**config.mk**
```make
export PLATFORM = sky130hd
export DESIGN_NAME = result_display
export DESIGN_NICKNAME = d
export VERILOG_FILES = /design/src/rtl/result_display.sv
export SDC_FILE = /design/constraint.sdc
export NUM_CORES = 1
export LEC_CHECK = 0
export CORE_ASPECT_RATIO = 0.7
export CORE_MARGIN = 2
export CORE_UTILIZATION = 56
export DETAILED_ROUTE_END_ITERATION = 16
export GPL_TIMING_DRIVEN = 0
export HOLD_SLACK_MARGIN = 0.06
export PLACE_DENSITY = 0.84
export SKIP_CTS_REPAIR_TIMING = 1
export SYNTH_ARGS = -nofsm -noshare
export SYNTH_HDL_FRONTEND = slang
export SYNTH_SLANG_ARGS = --single-unit
export TNS_END_PERCENT = 20
```
**constraint.sdc**
```tcl
create_clock -name clk -period 2 [get_ports clk]
set_input_delay 0.3 -clock clk [delete_from_list [all_inputs] [get_ports clk]]
set_output_delay 0.3 -clock clk [all_outputs]
set_load 0.02 [all_outputs]
```
**src/rtl/result_display.sv**
```systemverilog
// result_display: deserialises an LSB-first bit-serial result from the core
// into a holding register, then pages it onto 8 LEDs one byte at a time.
// The push button steps through the pages. Stepping past the last page
// releases the result and re-opens the serial input.
//
// Ports:
//   clk        system clock
//   rst_n      synchronous active-low reset
//   btn_level  raw push button (asynchronous, active high)
//   ser_valid  core offers a result bit this cycle
//   ser_bit    result bit, LSB first
//   ser_last   marks the final bit (qualified by ser_valid)
//   ser_ready  block accepts a bit this cycle (registered)
//   led        displayed byte (registered)
//   page       index of the displayed byte, 0 = bits 7:0 (registered)
//   busy       a complete result is held for display (registered)
module result_display #(
  parameter  int unsigned WIDTH = 16,
  localparam int unsigned PAGES = WIDTH / 8
) (
  input  logic       clk,
  input  logic       rst_n,
  input  logic       btn_level,
  input  logic       ser_valid,
  input  logic       ser_bit,
  input  logic       ser_last,
  output logic       ser_ready,
  output logic [7:0] led,
  output logic [1:0] page,
  output logic       busy
);

  localparam int unsigned CNT_W = $clog2(WIDTH + 1);
  localparam int unsigned IDX_W = $clog2(WIDTH);

  typedef enum logic {
    CAPTURE = 1'b0,
    SHOW    = 1'b1
  } state_e;

  state_e             state_q, state_d;
  logic [WIDTH-1:0]   hold_q, hold_d;
  logic [CNT_W-1:0]   cnt_q, cnt_d;
  logic [1:0]         page_q, page_d;
  logic               ready_q, ready_d;
  logic               busy_q, busy_d;
  logic [7:0]         led_q, led_d;
  logic               sync0_q, sync1_q, prev_q;
  logic               btn_edge;
  logic [31:0]        hold_ext;

  // Button synchroniser and rising-edge detector, active in every state.
  always_ff @(posedge clk) begin
    if (!rst_n) begin
      sync0_q <= 1'b0;
      sync1_q <= 1'b0;
      prev_q  <= 1'b0;
    end else begin
      sync0_q <= btn_level;
      sync1_q <= sync0_q;
      prev_q  <= sync1_q;
    end
  end

  assign btn_edge = sync1_q & ~prev_q;

  // Next-state logic; outputs are decoded from the next state so that the
  // registered outputs line up with the state they describe.
  always_comb begin
    state_d = state_q;
    hold_d  = hold_q;
    cnt_d   = cnt_q;
    page_d  = page_q;
    unique case (state_q)
      CAPTURE: begin
        if (ser_valid) begin
          // Bits beyond WIDTH are handshaken but dropped; the counter saturates.
          if (cnt_q < CNT_W'(WIDTH)) begin
            hold_d[cnt_q[IDX_W-1:0]] = ser_bit;
            cnt_d                    = cnt_q + CNT_W'(1);
          end
          if (ser_last) begin
            state_d = SHOW;
            page_d  = 2'd0;
          end
        end
      end
      SHOW: begin
        if (btn_edge) begin
          if (page_q == 2'(PAGES - 1)) begin
            // Clearing hold here is what zero-extends the next short result.
            state_d = CAPTURE;
            hold_d  = '0;
            cnt_d   = '0;
            page_d  = 2'd0;
          end else begin
            page_d = page_q + 2'd1;
          end
        end
      end
      default: state_d = CAPTURE;
    endcase

    ready_d  = (state_d == CAPTURE);
    busy_d   = (state_d == SHOW);
    hold_ext = 32'(hold_d);
    led_d    = busy_d ? hold_ext[{page_d, 3'b000} +: 8] : 8'h00;
  end

  // State and registered outputs.
  always_ff @(posedge clk) begin
    if (!rst_n) begin
      state_q <= CAPTURE;
      hold_q  <= '0;
      cnt_q   <= '0;
      page_q  <= 2'd0;
      ready_q <= 1'b1;
      busy_q  <= 1'b0;
      led_q   <= 8'h00;
    end else begin
      state_q <= state_d;
      hold_q  <= hold_d;
      cnt_q   <= cnt_d;
      page_q  <= page_d;
      ready_q <= ready_d;
      busy_q  <= busy_d;
      led_q   <= led_d;
    end
  end

  assign ser_ready = ready_q;
  assign busy      = busy_q;
  assign led       = led_q;
  assign page      = page_q;

endmodule

```
==> metrics.txt <==
first-pass GRT wire length 6910 microns; top cell type's share of synthesized area 39.6%; total gr overflow 0; DRT antenna net count 0; Reg clk slew, reported paths 0.07 ns; Clock Tree Buf Depth 2; Slew Viols, Final 0; Reg power frac 46.3%; layout cell share with drive strength beyond 1 21.0%; WL met3 253 microns; register area share after synthesis 39.6%; Max-Cap Viols 0; DR pass1 iterations 4; vias in the first global route 1450; synth warn 0; Buffers on Ports 16; Yosys top cell by area dfxtp_1; final WL 4200 microns; DP HPWL 2910 microns; Critical Path AT 2.02 ns; htree depth 2; Max Clk Rate 535 MHz; synth top area cells dfxtp_1 (40%), nor2b_1 (4.5%), mux2_2 (4.3%), mux2_4 (3.3%), and2_1 (3.1%); count of final setup violators 0; via count 1509; sw frac 23.0%; critical path startpoint category register; post-synthesis cell area 1820 sq um; ys flop type dfxtp_1; async set-reset flop share out of synthesis 0%; final cell count without fillers 248; peak supply drop 0.000542 V; Setup CP Type register to register; PwrDens 743 nW/um^2; EDFF count, synth 0; number of remaining DRC errors 0; Chip Height 51.7 microns; drt wl/cell 16.9 microns; Core ar. 3130 sq um; CTS sink cnt 36; gr usage total 25.1%; TNS Setup 0 ns; clock latency reported for the late side of the worst-skew pair 0.30 ns; final hold vios 0; Met2 Wirelength 1940 microns; min cycle time layout 1.87 ns; FF+latch count, synth 36; Relative slew margins 62.1%; std cell rows 17; RSZ-0062 raised after global routing no; critical path endpoint category register; nets@finish 219; Detailed Route Iter0 Violations 96; commonest cells in the netlist dfxtp_1 (36), nor2b_1 (13), a21oi_1 (9), and2_1 (9), nor2_1 (9); CP cell instances inv_1, ha_1, nand3b_1, nor3_1, mux2_1, a22oi_1, a211oi_1; I/O pins 18; Leakage 0.000810 uW; Crit path buffers/inverters 1; worst reg2reg setup slack 0.13 ns; Fill cells 227; crit path max fanout 5; Top delay family on crit path compound AO/OA/AOI/OAI gates; Setup WS pre-CTS 0.0751 ns; power share of the clock group 43.9%; final hold slack 0.370 ns; Num CTS Buffers 5; Die Footprint 3730 sq um; initial antenna violation count 0; most instantiated library cell after synthesis dfxtp_1; P_int 1230 uW; PnR worst setup slack 0.129 ns; CTS tree yes; largest net degree at the start of global routing 12; Crit path required time 2.15 ns; Metal-1 WL 1950 microns; post-synthesis area per instance 9.78 sq um; Tcrit/Tclk final 93.5%; Mapped Nets 196; post-DR vias/cell 6.08; Logic pwr share 9.8%; DP Cell Count 240; crit path max-delay cell type dfxtp_1; top sig layer met4; status finished, final reports clean; Antenna diodes 0; Die X 72.1 microns; area grow syn2layout 18.4%; Hold WC Path Type primary input to register; Netlist cell types 43; CP peak stage delay 0.36 ns; NetSw 369 uW; Synth Instances 186; GPL Wtd Cong 0.929; worst slew pin tran 0.569 ns; clk_skew 0.00962 ns; Root Buffer clkbuf_8; Initial Util 58.2%; final core occ 68.9%
## worst register-to-register path: stages, from the launching register on
cell and delay (ns):
dfxtp_1 0.36, inv_1 0.10, ha_1 0.17, nand3b_1 0.14, nor3_1 0.18, mux2_1 0.34, a22oi_1 0.29, a211oi_1 0.15
## path summary, 6_finish.rpt
check	from	end	cells after the start
max	cnt_q[1]	led[0]	7
min	ser_valid	busy	3
max reg2reg	cnt_q[1]	led[0]	7
min reg2reg	sync0_q	sync1_q	1
## cell type report
cell class / count / area (sq um) / area share, %
plain buffers: 12 / 81.3 / 3.77
flip-flops and latches: 36 / 722 / 33.5
multi-input cells: 134 / 1000 / 46.5
clock buffers: 7 / 96.3 / 4.47
repair buffers: 16 / 160 / 7.43
inverters: 4 / 15.0 / 0.697
well taps: 38 / 47.5 / 2.21
clock inverters: 1 / 30.0 / 1.39
## metal layers
| layer | vias up | GRT usage (%) |
|---|---|---|
| li1 | 715 | - |
| met1 | 741 | 34.1 |
| met2 | 44 | 38.7 |
| met3 | 9 | 5.43 |
| met4 | 0 | 11.0 |
| met5 | - | 0 |
## flip-flops by register name, summed over array words and instances (netlist names)
signal,cells
prev_q,1
cnt_q,5
led,8
sync0_q,1
page,2
hold_q,16
sync1_q,1
busy,1
ser_ready,1
## power groups by stage
stage	clock [uW]	sequential [uW]	combinational (uW)
after floorplan	0	761	93.5
after global placement	0	755	148
after detailed placement	0	756	153
after CTS	707	740	155
after global routing	730	741	170
final	703	741	156
## layout by cell type (no fill, tap or decap), types with 3 or more instances in the layout
cell	netlist	final
a211oi_1	7	7
a21boi_0	3	3
a21oi_1	9	9
a221oi_1	6	6
a22o_1	5	5
a22oi_1	6	6
and2_1	9	9
and3b_2	3	3
buf_4	3	3
clkbuf_1	3	3
clkbuf_8	0	7
clkdlybuf4s50_1	0	16
dfxtp_1	36	35
ha_1	4	4
inv_1	3	3
mux2_2	7	7
mux2_4	4	4
nand2_1	8	8
nand2b_1	3	3
nand3_1	5	5
nand3b_1	7	7
nor2_1	9	9
nor2b_1	13	13
nor3_1	3	3
o21ai_0	4	4
## logic make-up after synthesis
group | count (synthesis) | share of synthesized area [%]
DFF | 36 | 39.6
buffers and inverters | 16 | 5.30
xor gates and xnor gates | 3 | 1.44
and+or+nand+nor | 69 | 23.0
AOI/OAI and AO/OA | 46 | 19.6
adders and majority gates | 4 | 2.75
muxes | 12 | 8.25
## per-stage QoR
| stage | power, uW | cell area [sq um] |
|---|---|---|
| 2_1_floorplan | 855 | 1820 |
| 3_3_place_gp | 903 | 2030 |
| 3_5_place_dp | 909 | 2030 |
| 4_1_cts | 1600 | 2150 |
| 5_1_grt | 1640 | 2150 |
| 6_report | 1600 | 2150 |
(Power assumes the default switching activity.)
